<file path="config.mk">
export PLATFORM = sky130hd
export DESIGN_NAME = timer_control_fsm
export DESIGN_NICKNAME = d
export VERILOG_FILES = /design/src/rtl/timer_control_fsm.sv
export SDC_FILE = /design/constraint.sdc
export NUM_CORES = 1
export LEC_CHECK = 0
export CAP_MARGIN = 10
export CORE_MARGIN = 8
export CORE_UTILIZATION = 45
export CTS_CLUSTER_DIAMETER = 60
export CTS_CLUSTER_SIZE = 25
export DETAILED_ROUTE_END_ITERATION = 10
export GPL_ROUTABILITY_DRIVEN = 0
export GPL_TIMING_DRIVEN = 0
export PLACE_DENSITY = 0.64
export SYNTH_ARGS = -nofsm -noshare
export SYNTH_HDL_FRONTEND = slang
export SYNTH_SLANG_ARGS = --single-unit
</file>
<file path="constraint.sdc">
create_clock -name clockSignal -period 1.92 [get_ports clockSignal]
set_input_delay 0.48 -clock clockSignal [delete_from_list [all_inputs] [get_ports clockSignal]]
set_output_delay 0.48 -clock clockSignal [all_outputs]
set_load 0.01 [all_outputs]
</file>
<file path="src/rtl/timer_control_fsm.sv">
// rtl/timer_control_fsm.sv - button conditioning, mode select and timer/stopwatch sequencing
// Optional per-button debounce filter is enabled by defining TIMER_CTRL_DEBOUNCE_EN.
module timer_control_fsm #(
    parameter int DEBOUNCE_CYCLES = 2,
    parameter int LAP_DEPTH       = 8,
    parameter int RING_CYCLES     = 500,
    localparam int IDX_W          = $clog2(LAP_DEPTH)
) (
    input  logic             clockSignal,
    input  logic             resetN,
    input  logic             modeButton,
    input  logic             startButton,
    input  logic             splitButton,
    input  logic             timerDone,
    output logic [1:0]       mode,
    output logic             timerLoad,
    output logic             timerRun,
    output logic             stopwatchRun,
    output logic             stopwatchClear,
    output logic             lapWrite,
    output logic [IDX_W-1:0] lapIndex,
    output logic             lapFull,
    output logic             ringSound
);

    localparam int RING_W = $clog2(RING_CYCLES + 1);
    localparam logic [RING_W-1:0] RING_LAST = RING_W'(RING_CYCLES - 1);
    localparam logic [IDX_W-1:0]  LAP_LAST  = IDX_W'(LAP_DEPTH - 1);

    if (LAP_DEPTH < 2 || (LAP_DEPTH & (LAP_DEPTH - 1)) != 0 || DEBOUNCE_CYCLES < 1 || RING_CYCLES < 1) begin : g_bad_param
        $error("timer_control_fsm: illegal parameter value");
    end

    typedef enum logic [2:0] {T_IDLE, T_LOAD, T_RUN, T_PAUSE, T_RING} t_state_e;
    typedef enum logic [1:0] {S_IDLE, S_RUN, S_STOP} s_state_e;

    // Button bit order: 0 mode, 1 start, 2 split
    logic [2:0] btn_raw;
    logic [2:0] sync1_q, sync2_q, level;
    logic [2:0] prev_q, prev_d, press_q, press_d;

    assign btn_raw = {splitButton, startButton, modeButton};

`ifdef TIMER_CTRL_DEBOUNCE_EN
    localparam int DB_W = $clog2(DEBOUNCE_CYCLES + 1);

    logic [2:0]      filt_q, filt_d;
    logic [DB_W-1:0] db_cnt_q [3];
    logic [DB_W-1:0] db_cnt_d [3];

    always_comb begin
        filt_d = filt_q;
        for (int i = 0; i < 3; i++) begin
            db_cnt_d[i] = '0;
            if (sync2_q[i] != filt_q[i]) begin
                if (db_cnt_q[i] == DB_W'(DEBOUNCE_CYCLES - 1)) begin
                    filt_d[i] = sync2_q[i];
                end else begin
                    db_cnt_d[i] = db_cnt_q[i] + 1'b1;
                end
            end
        end
    end

    // Filter starts "pressed" so a button held through reset stays quiet
    always_ff @(posedge clockSignal or negedge resetN) begin
        if (!resetN) begin
            filt_q <= '1;
            for (int i = 0; i < 3; i++) begin
                db_cnt_q[i] <= '0;
            end
        end else begin
            filt_q <= filt_d;
            for (int i = 0; i < 3; i++) begin
                db_cnt_q[i] <= db_cnt_d[i];
            end
        end
    end

    assign level = filt_q;
`else
    assign level = sync2_q;
`endif

    always_comb begin
        prev_d  = level;
        press_d = level & ~prev_q;
    end

    // Chain resets high: only a release followed by a new press is an edge
    always_ff @(posedge clockSignal or negedge resetN) begin
        if (!resetN) begin
            sync1_q <= '1;
            sync2_q <= '1;
            prev_q  <= '1;
            press_q <= '0;
        end else begin
            sync1_q <= btn_raw;
            sync2_q <= sync1_q;
            prev_q  <= prev_d;
            press_q <= press_d;
        end
    end

    logic [1:0] mode_q, mode_d;
    logic       t_start, t_split, s_start, s_split, any_press;

    always_comb begin
        mode_d    = mode_q + 2'(press_q[0]);
        t_start   = press_q[1] && (mode_q == 2'b00);
        t_split   = press_q[2] && (mode_q == 2'b00);
        s_start   = press_q[1] && (mode_q == 2'b01);
        s_split   = press_q[2] && (mode_q == 2'b01);
        any_press = |press_q;
    end

    t_state_e          t_state_q, t_state_d;
    logic [RING_W-1:0] ring_cnt_q, ring_cnt_d;
    logic              timer_load_q, timer_load_d;
    logic              timer_run_q, timer_run_d;
    logic              ring_q, ring_d;

    always_comb begin
        t_state_d  = t_state_q;
        ring_cnt_d = ring_cnt_q;
        case (t_state_q)
            T_IDLE:  if (t_start) t_state_d = T_LOAD;
            T_LOAD:  t_state_d = T_RUN;
            T_RUN: begin
                if (timerDone) begin
                    t_state_d  = T_RING;
                    ring_cnt_d = '0;
                end else if (t_start) begin
                    t_state_d = T_PAUSE;
                end
            end
            T_PAUSE: begin
                if (t_start) begin
                    t_state_d = T_RUN;
                end else if (t_split) begin
                    t_state_d = T_IDLE;
                end
            end
            T_RING: begin
                // Any button silences the alarm, whichever mode is shown
                if (any_press || ring_cnt_q == RING_LAST) begin
                    t_state_d  = T_IDLE;
                    ring_cnt_d = '0;
                end else begin
                    ring_cnt_d = ring_cnt_q + 1'b1;
                end
            end
            default: t_state_d = T_IDLE;
        endcase
        timer_load_d = (t_state_d == T_LOAD);
        timer_run_d  = (t_state_d == T_RUN);
        ring_d       = (t_state_d == T_RING);
    end

    s_state_e         s_state_q, s_state_d;
    logic [IDX_W-1:0] lap_idx_q, lap_idx_d;
    logic             lap_full_q, lap_full_d;
    logic             lap_write_q, lap_write_d;
    logic             sw_clear_q, sw_clear_d;
    logic             sw_run_q, sw_run_d;
    logic             do_clear;

    always_comb begin
        s_state_d   = s_state_q;
        lap_idx_d   = lap_idx_q;
        lap_full_d  = lap_full_q;
        lap_write_d = 1'b0;
        do_clear    = 1'b0;
        // The slot index advances on the edge that retires the write pulse
        if (lap_write_q) begin
            lap_idx_d = lap_idx_q + 1'b1;
            if (lap_idx_q == LAP_LAST) begin
                lap_full_d = 1'b1;
            end
        end
        case (s_state_q)
            S_IDLE: begin
                if (s_start) begin
                    s_state_d = S_RUN;
                end else if (s_split) begin
                    do_clear = 1'b1;
                end
            end
            S_RUN: begin
                if (s_start) begin
                    s_state_d = S_STOP;
                end else if (s_split && !lap_full_q && !(lap_write_q && lap_idx_q == LAP_LAST)) begin
                    lap_write_d = 1'b1;
                end
            end
            S_STOP: begin
                if (s_start) begin
                    s_state_d = S_RUN;
                end else if (s_split) begin
                    do_clear = 1'b1;
                end
            end
            default: s_state_d = S_IDLE;
        endcase
        if (do_clear) begin
            s_state_d  = S_IDLE;
            lap_idx_d  = '0;
            lap_full_d = 1'b0;
        end
        sw_clear_d = do_clear;
        sw_run_d   = (s_state_d == S_RUN);
    end

    always_ff @(posedge clockSignal or negedge resetN) begin
        if (!resetN) begin
            mode_q       <= 2'b00;
            t_state_q    <= T_IDLE;
            ring_cnt_q   <= '0;
            timer_load_q <= 1'b0;
            timer_run_q  <= 1'b0;
            ring_q       <= 1'b0;
            s_state_q    <= S_IDLE;
            lap_idx_q    <= '0;
            lap_full_q   <= 1'b0;
            lap_write_q  <= 1'b0;
            sw_clear_q   <= 1'b0;
            sw_run_q     <= 1'b0;
        end else begin
            mode_q       <= mode_d;
            t_state_q    <= t_state_d;
            ring_cnt_q   <= ring_cnt_d;
            timer_load_q <= timer_load_d;
            timer_run_q  <= timer_run_d;
            ring_q       <= ring_d;
            s_state_q    <= s_state_d;
            lap_idx_q    <= lap_idx_d;
            lap_full_q   <= lap_full_d;
            lap_write_q  <= lap_write_d;
            sw_clear_q   <= sw_clear_d;
            sw_run_q     <= sw_run_d;
        end
    end

    assign mode           = mode_q;
    assign timerLoad      = timer_load_q;
    assign timerRun       = timer_run_q;
    assign ringSound      = ring_q;
    assign stopwatchRun   = sw_run_q;
    assign stopwatchClear = sw_clear_q;
    assign lapWrite       = lap_write_q;
    assign lapIndex       = lap_idx_q;
    assign lapFull        = lap_full_q;

endmodule

</file>
### Yosys cells after proc, flatten, opt, wreduce, memory -nomap -nowiden

Cells that the tools add are included.

| word-level totals | value |
|---|---|
| bits in registers | 38 |
| latch bits | 0 |
| memory bits (writable) | 0 |
| ROM bits | 0 |
| bits of input ports | 6 |
| logic and storage cells | 80 |
| memories | 0 |

| operators by class | value |
|---|---|
| add/subtract/negate cells | 3 |
| multipliers | 0 |
| divide/modulo/power cells | 0 |
| $lt $le $gt $ge | 0 |
| equal/unequal tests | 14 |
| shifts and indexed selects | 0 |
| multiplexer cells | 25 |
| bitwise gates (word level) | 2 |
| reduce and logical (&&, ||, !) cells | 20 |

Operators with widths:

| operator | count |
|---|---|
| two-way mux 3 bit | 8 |
| two-way mux 9 bit | 2 |
| case mux 9 bit (2 select lines) | 1 |
| case mux 3 bit (5 select lines) | 1 |
| adder 9 x 1 -> 9 bit (second input constant) | 1 |
| == test 3 x 2 -> 1 bit (second input constant) | 3 |
| == test 3 bit (second input constant) | 3 |
| == test 9 bit (second input constant) | 1 |
| two-way mux 1 bit | 9 |
| logical AND 1 bit | 7 |
| == test 2 x 1 -> 1 bit (second input constant) | 3 |
| == test 3 x 1 -> 1 bit (second input constant) | 2 |
| two-way mux 2 bit | 3 |
| nonzero test 2 bit | 3 |
| zero test 2 bit | 2 |
| case mux 2 bit (2 select lines) | 1 |
| AND reduction 2 bit | 2 |
| adder 3 x 1 -> 3 bit (second input constant) | 1 |
| bitwise AND 3 bit | 1 |
| zero test 3 bit | 1 |
| NOT 3 bit | 1 |
| OR reduction 3 bit | 1 |
| adder 2 x 1 -> 2 bit | 1 |
| == test 2 bit (second input constant) | 1 |
| other kinds (4) | 5 |

### Logic depth before layout (Yosys ltp)

| logic depth | value |
|---|---|
| word-level depth | 7 |
| gate-level depth with buffers | 6 |
| gate-level depth less buffers | 5 |

### Worst setup path before layout

Ideal clock, no wire load.

| timing path | value |
|---|---|
| path type | reg-to-reg |
| start | register ring_cnt_q[0] |
| end | register ring_cnt_q[1] |
| library setup time | 0.122 ns |
| data arrival time | 1.501 ns |
| setup slack | 0.298 ns |
| cell stages (with the launch flop) | 6 |
| buffers on the path | 1 |
| clock period less this slack | 1.622 ns |
| path through | dfrtp_1 ha_1 nand2_1 or4_1 buf_2 a32o_1 |

| between the ends | value |
|---|---|
| cells in the longest elaborated chain, start to end | 4 |

Ends and longest elaborated chain:

| what | line | text |
|---|---|---|
| start: declaration | 118 | `logic [RING_W-1:0] ring_cnt_q, ring_cnt_d;` |
| start signal: assignment | 231 | `ring_cnt_q <= ring_cnt_d;` |
| parallel branches: the longest is 2 deep, another holds adder 9 x 1 -> 9 bit | -- |  |
| two-way mux 9 bit * | 146 | `if (any_press \|\| ring_cnt_q == RING_LAST) begin` |
| case mux 9 bit (2 select lines) * | 126 | `case (t_state_q)` |

Every way passes the cells marked *.
A chain may end at the register's enable or synchronous reset.

### Final worst setup path

| timing path | value |
|---|---|
| start | register mode_q[1] (netlist: mode[1]) |
| end | output mode[1] |

RTL lines:

| what | line | text |
|---|---|---|
| start: declaration | 105 | `logic [1:0] mode_q, mode_d;` |
| start signal: assignment | 229 | `mode_q <= mode_d;` |
| end: declaration | 15 | `output logic [1:0] mode,` |

No word-level cell between the ends.

==> results.tsv <==
metric	value	unit
Tcrit/Tclk final	94.7	%
depth of the worst register-to-register path	6	
Reg-to-Reg End	ring_cnt_q[4]	
Clock Latency Late Sink	0.34	ns
post-synthesis instance area	1570	um^2
Setup WS post-layout	0.102	ns
P_leak	0.790	nW
Congestion Overflow GR	0	
CTS buffer count	5	
Routed WL	2.72	mm
layout cell share with drive strength beyond 1	14.7	%
setup violators final	0	
Overall Global Routing Usage	10.9	%
reg2reg start	t_state_q[0]	
Tightest Pin Transition	0.801	ns
die extent in x	75	um
maximum clock path buffer count	2	
WL/cell	13.5	um
Root Driver	clkbuf_4	
ordered list of cells on the worst path	clkdlybuf4s50_1	
Synth area leader	dfrtp_1	
CTS sink cnt	38	
initial antenna violation count	0	
CP max stage delay	0.57	ns
Antenna diodes	0	
H-tree depth	2	
fmax	0.550	GHz
row cnt	21	
Hold Fails Final Rpt	0	
Initial Utilization	46.9	%
fin. max-slew vios	0	
ANT nets after route	0	
vias	1085	
fill count	306	
Die Ht	75	um
Ys Warns	0	
post-layout util	55.1	%
Crit Path Max Fanout	5	
#FFs+latches synth	38	
CTS tree	yes	
core area	3340	um^2
Synth area leaders	dfrtp_1, dfstp_2, ha_1	
Setup crit start kind	register	
Peak VDD IR	549	uV
Max Clock Skew	0.0214	ns
fin nets	165	
Slowest cell on crit path	clkdlybuf4s50_1	
Yosys top cell area share	46.3	%
Reg area	963	um^2
Hold WC Path Type	input port to asynchronous set/reset pin	
Cells after Synth	131	
# IOs	18	
DP HPWL	1.86	mm
Area Growth Syn to Fin	17.4	%
critical path data arrival time	1.34	ns
Placed Cells	194	
Final Non-Filler Cells	202	
Setup crit end kind	output port	
initial DRC count	80	
Max Cap Violations	0	
syn nets	141	
Power Dens Cells	1140	nW/um^2
multi-input logic area	577	um^2
crit path time final	1.82	ns
worst slack, placed	0.163	ns
Worst-path clk slew	0.12	ns
Setup CP Type	register to output port	
first-pass GRT wire length	4.62	mm
critical path data required time	1.44	ns
Post-synth top flop	dfrtp_1	
R2R setup slack	0.16	ns
Vias/cell	5.37	
unique cell type count in the Yosys netlist	35	
Critical path buffers and inverters	1	
router iterations before antenna repair	5	
ys async rst share	100	%
Max-slew headroom	46.6	%
worst hold slack	0.213	ns
Post-synth EDFFs	0	
die area	5630	um^2
PortBufs	17	
number of global-route vias before repair	1055	
CTS Hold Bufs	0	
syn avg cell area	12.0	um^2
largest net degree at the start of global routing	39	
drc violations	0	
status	completed	
RSZ-0062 raised after global routing	false	
family with the most delay on the worst path	buffers and inverters	
sequential fraction of the synthesis area	61.4	%
## Yosys cell counts (all sizes together), types with 3 or more instances
cell type and count:
nor3 4, nor2 7, dfstp 9, a21oi 5, nand4 4, nand3b 4, a31oi 7, nand2 12
nor2b 5, buf 3, ha 4, o21ai 7, nand3 5, dfrtp 29, mux2i 5, or3b 3
## worst max path at each step
stage | start | endpoint | slack, ns | depth (start not counted)
final | mode[1] | mode[1] | 0.10 | 1
after global routing | mode[1] | mode[1] | 0.04 | 1
after CTS | lapWrite | lapWrite | 0.03 | 1
after detailed placement | t_state_q[0] | ring_cnt_q[4] | 0.16 | 6
after global placement | resetN | ring_cnt_q[5] | -0.46 | 1
after floorplan | ring_cnt_q[0] | ring_cnt_q[1] | 0.30 | 5
## report_power, final
part,total [W],internal [W],leakage [nW],switching [W]
clock network,0.000388,0.000146,0.0265,0.000242
logic,0.000572,0.000290,0.284,0.000282
registers,0.00115,0.000985,0.480,0.000161
## through the flow
| stage | area, um^2 | TNS, ns | power [W] |
|---|---|---|---|
| after floorplan | 1570 | 0 | 0.00148 |
| after global placement | 1790 | -14.34 | 0.00172 |
| after detailed placement | 1790 | 0 | 0.00174 |
| after CTS | 1840 | 0 | 0.00213 |
| after global routing | 1840 | 0 | 0.00225 |
| final | 1840 | 0 | 0.00211 |
## cell usage in the layout, fill, tap and decap left out, types with 2 or more instances in the layout
cell type | synthesis | routed
a21oi_1 | 5 | 5
a31oi_1 | 7 | 7
and3_1 | 2 | 2
buf_2 | 1 | 2
clkbuf_1 | 1 | 4
clkbuf_4 | 0 | 5
clkdlybuf4s50_1 | 0 | 16
dfrtp_1 | 29 | 28
dfstp_2 | 9 | 9
ha_1 | 4 | 4
mux2i_1 | 5 | 5
nand2_1 | 12 | 12
nand2b_1 | 2 | 2
nand3_1 | 5 | 5
nand3b_1 | 4 | 4
nand4_1 | 4 | 4
nor2_1 | 7 | 7
nor2b_1 | 5 | 5
nor3_1 | 3 | 3
nor4_1 | 2 | 2
o21ai_0 | 6 | 6
o31ai_1 | 2 | 2
or3b_2 | 2 | 2
## metal layers
layer / routed length (um) / share of wire [%] / track usage (%)
met5: 0 / 0 / 0
met4: 72 / 2.6 / 6.52
met3: 139 / 5.1 / 4.39
met2: 1240 / 46 / 16.9
met1: 1270 / 47 / 12.3
## kinds of logic (layout without fill, tap and decap cells)
group	count (synthesis)	after routing	synth area share (%)
AOI/OAI and AO/OA	25	25	9.74
and+or+nand+nor	53	53	19.6
adders and majority gates	4	4	3.20
xor gates and xnor gates	2	2	1.12
DFF	38	38	61.4
muxes	5	5	3.20
buffers and inverters	4	29	1.76
## flip-flops by register name, summed over array words and instances, names as in the netlist
signal	flops
lapFull	1
lapIndex	3
lapWrite	1
level	3
mode	2
press_q	3
prev_q	3
ringSound	1
ring_cnt_q	9
s_state_q	2
stopwatchClear	1
stopwatchRun	1
sync1_q	3
t_state_q	3
timerLoad	1
timerRun	1
## area by class of cell
cell class              count  area share [%]
multi-input cells          89            31.4
clock buffers               8            2.65
flip-flops and latches     38            52.4
repair buffers             17            8.98
well taps                  46            3.13
plain buffers               4            1.50
## timing repair
item / in CTS / in global routing
endpoints found under the setup margin: 0 / 1
buffers inserted: 0 / 0
resized for setup: 0 / 1
Note: power is estimated with default switching activity, not from simulation.
==> patch: new RTL, config.mk and constraints unchanged <==
`RING_CYCLES`: 500 -> 1000.
--- a/src/rtl/timer_control_fsm.sv
+++ b/src/rtl/timer_control_fsm.sv
@@ -3,7 +3,7 @@
 module timer_control_fsm #(
     parameter int DEBOUNCE_CYCLES = 2,
     parameter int LAP_DEPTH       = 8,
-    parameter int RING_CYCLES     = 500,
+    parameter int RING_CYCLES     = 1000,
     localparam int IDX_W          = $clog2(LAP_DEPTH)
 ) (
     input  logic             clockSignal,
Formal check against the unedited RTL: no difference found for any inputs over 10 cycles, from zero or initial values and one cycle with resetN low; that may be too few to reach the edited logic, so the function may still have changed.
==> patch against the original RTL <==
Setup slack got worse by 0.025 ns. Design area rose by 8.9%. Total power rose by 17%. Highest routed layer unchanged. Wire length rose by 12%. Combinational power rose by 12%. Core utilization is essentially flat. Final cell count rose by 7.4%. Largest cell class unchanged. Global-route usage up 0.19 points. Synthesized area rose by 7.1%. Clock power up 53%. Sequential share of layout area decreased by 3.1 points. Sequential cell count rose by 1. Maximum frequency decreased by 1.4%. Synthesized cell count up 9.9%.
==> patch: results (changes against the original RTL) <==
Parameter                              Value

STA
  Fin Clk Skew    0.01230 ns (-0.009087 ns)
  Slew @ Worst Pin    0.8506 ns (+0.04934 ns)

Clocking
  Clk pin slew, worst setup/hold paths    0.08 ns (-0.04 ns)
  Clock latency on the worst-skew pair    0.29 ns (-0.05 ns)

Place
  Hpwl dp    2099 um (+13%)
  Post-place instance area    1903 sq um (+6.4%)

Finish
  Number of flip-flops in the largest register    10 (+1)
  Filler cell count    337 (+10%)
  Net count, final    178 (+7.9%)

Critical path
  Largest stage delay on the critical path    0.55 ns (-0.02 ns)
  Largest fanout on the critical path    8 (+3)
  Arrival time of the worst setup path    2.07 ns (+0.73 ns)

Yosys
  Share of synthesized area spent on multiplexers    2.386% (-0.81 points)
  Xor/xnor cell area share of the yosys netlist    1.044% (-0.074 points)
  Main area contributors after synthesis    sky130_fd_sc_hd__dfrtp_1 45%, sky130_fd_sc_hd__dfstp_2 14%, sky130_fd_sc_hd__nand2_1 3.1%, sky130_fd_sc_hd__ha_1 3.0%, sky130_fd_sc_hd__nor2_1 2.7%
  Compound-Gate Fraction of Synth Area    11.19% (+1.4 points)
  Net count of the mapped netlist    154 (+9.2%)
  Fraction of the yosys area taken by sequential cells    58.84% (-2.6 points)
  Post-synth top cells    30 x sky130_fd_sc_hd__dfrtp_1, 14 x sky130_fd_sc_hd__nand2_1, 12 x sky130_fd_sc_hd__nor2_1
  Adder-cell share of the synthesized area    2.983% (-0.21 points)

Drt
  Length of routed met2 wiring    1415 um (+14%)
  Total iterations of the first detailed-routing run    4 (-1)
  Routed len/inst    14.07 um (+4.4%)
  Met1 wire length    1428 um (+13%)
  Detailed route wirelength on metal3    147 um (+5.8%)

Run status
  Status    finished clean

Pwr
  Static leakage    0.8725 nW (+10%)

Global route
  Global-route wire length before repair    5347 um (+16%)
  Vias in the first global route    1227 (+16%)
  GRT Resource Usage Total    11.07% (+0.19 points)
[patch: cell count changes after synthesis, sizes merged, moves of 3 or more]
cell    before  now
or3          0    3
a31oi        7    0
o31ai        2    5
inv          0    3
clkbuf       1    4
nor2         7   12
nand3b       4    1
[patch: power groups by stage]
stage,Combinational (mW),Sequential (mW),Clock [mW]
floorplan,0.375,1.22,0
global placement,0.620,1.22,0
detailed placement,0.649,1.23,0
CTS,0.653,1.22,0.613
global route,0.712,1.25,0.647
finish,0.642,1.22,0.592
[patch: through the flow]
step	setup TNS, ns	std cells	worst slack, ns
after global routing	0	217	0.02172
after CTS	0	217	0.07536
after floorplan	0	144	0.1560
after detailed placement	-0.1208	209	-0.04786
final	0	217	0.07645
after global placement	-15.31	209	-0.4734
[patch: area by class of cell]
cell class | count | area [sq um] | share of cell area (%)
inverter | 3 | 11.26 | 0.5621
tap | 48 | 60.06 | 2.998
timing repair buffer | 17 | 165.2 | 8.245
multi-input combinational | 97 | 633.1 | 31.61
sequential | 39 | 987.2 | 49.28
buffer | 5 | 46.29 | 2.311
clock buffer | 8 | 100.1 | 4.997
[patch: path summary, 6_finish.rpt]
check | slack, ns | start | endpoint | cells past startpoint
worst min-delay path | 0.28 | resetN | ring_cnt_q[6] | 1
worst max-delay path | 0.08 | t_state_q[1] | ring_cnt_q[5] | 4
max in group asynchronous | 1.12 | resetN | ring_cnt_q[0] | 1
worst max register to register | 0.08 | t_state_q[1] | ring_cnt_q[5] | 4
worst min register to register | 0.36 | sync1_q[1] | level[1] | 0
min in group clockSignal | 0.36 | sync1_q[1] | level[1] | 0
[patch: routing by layer]
metal  vias up  global-route usage (%)
met5         -                       0
met4         0                   6.792
met3         5                   4.779
met2        24                   16.82
met1       572                   12.56
li1        567                       -
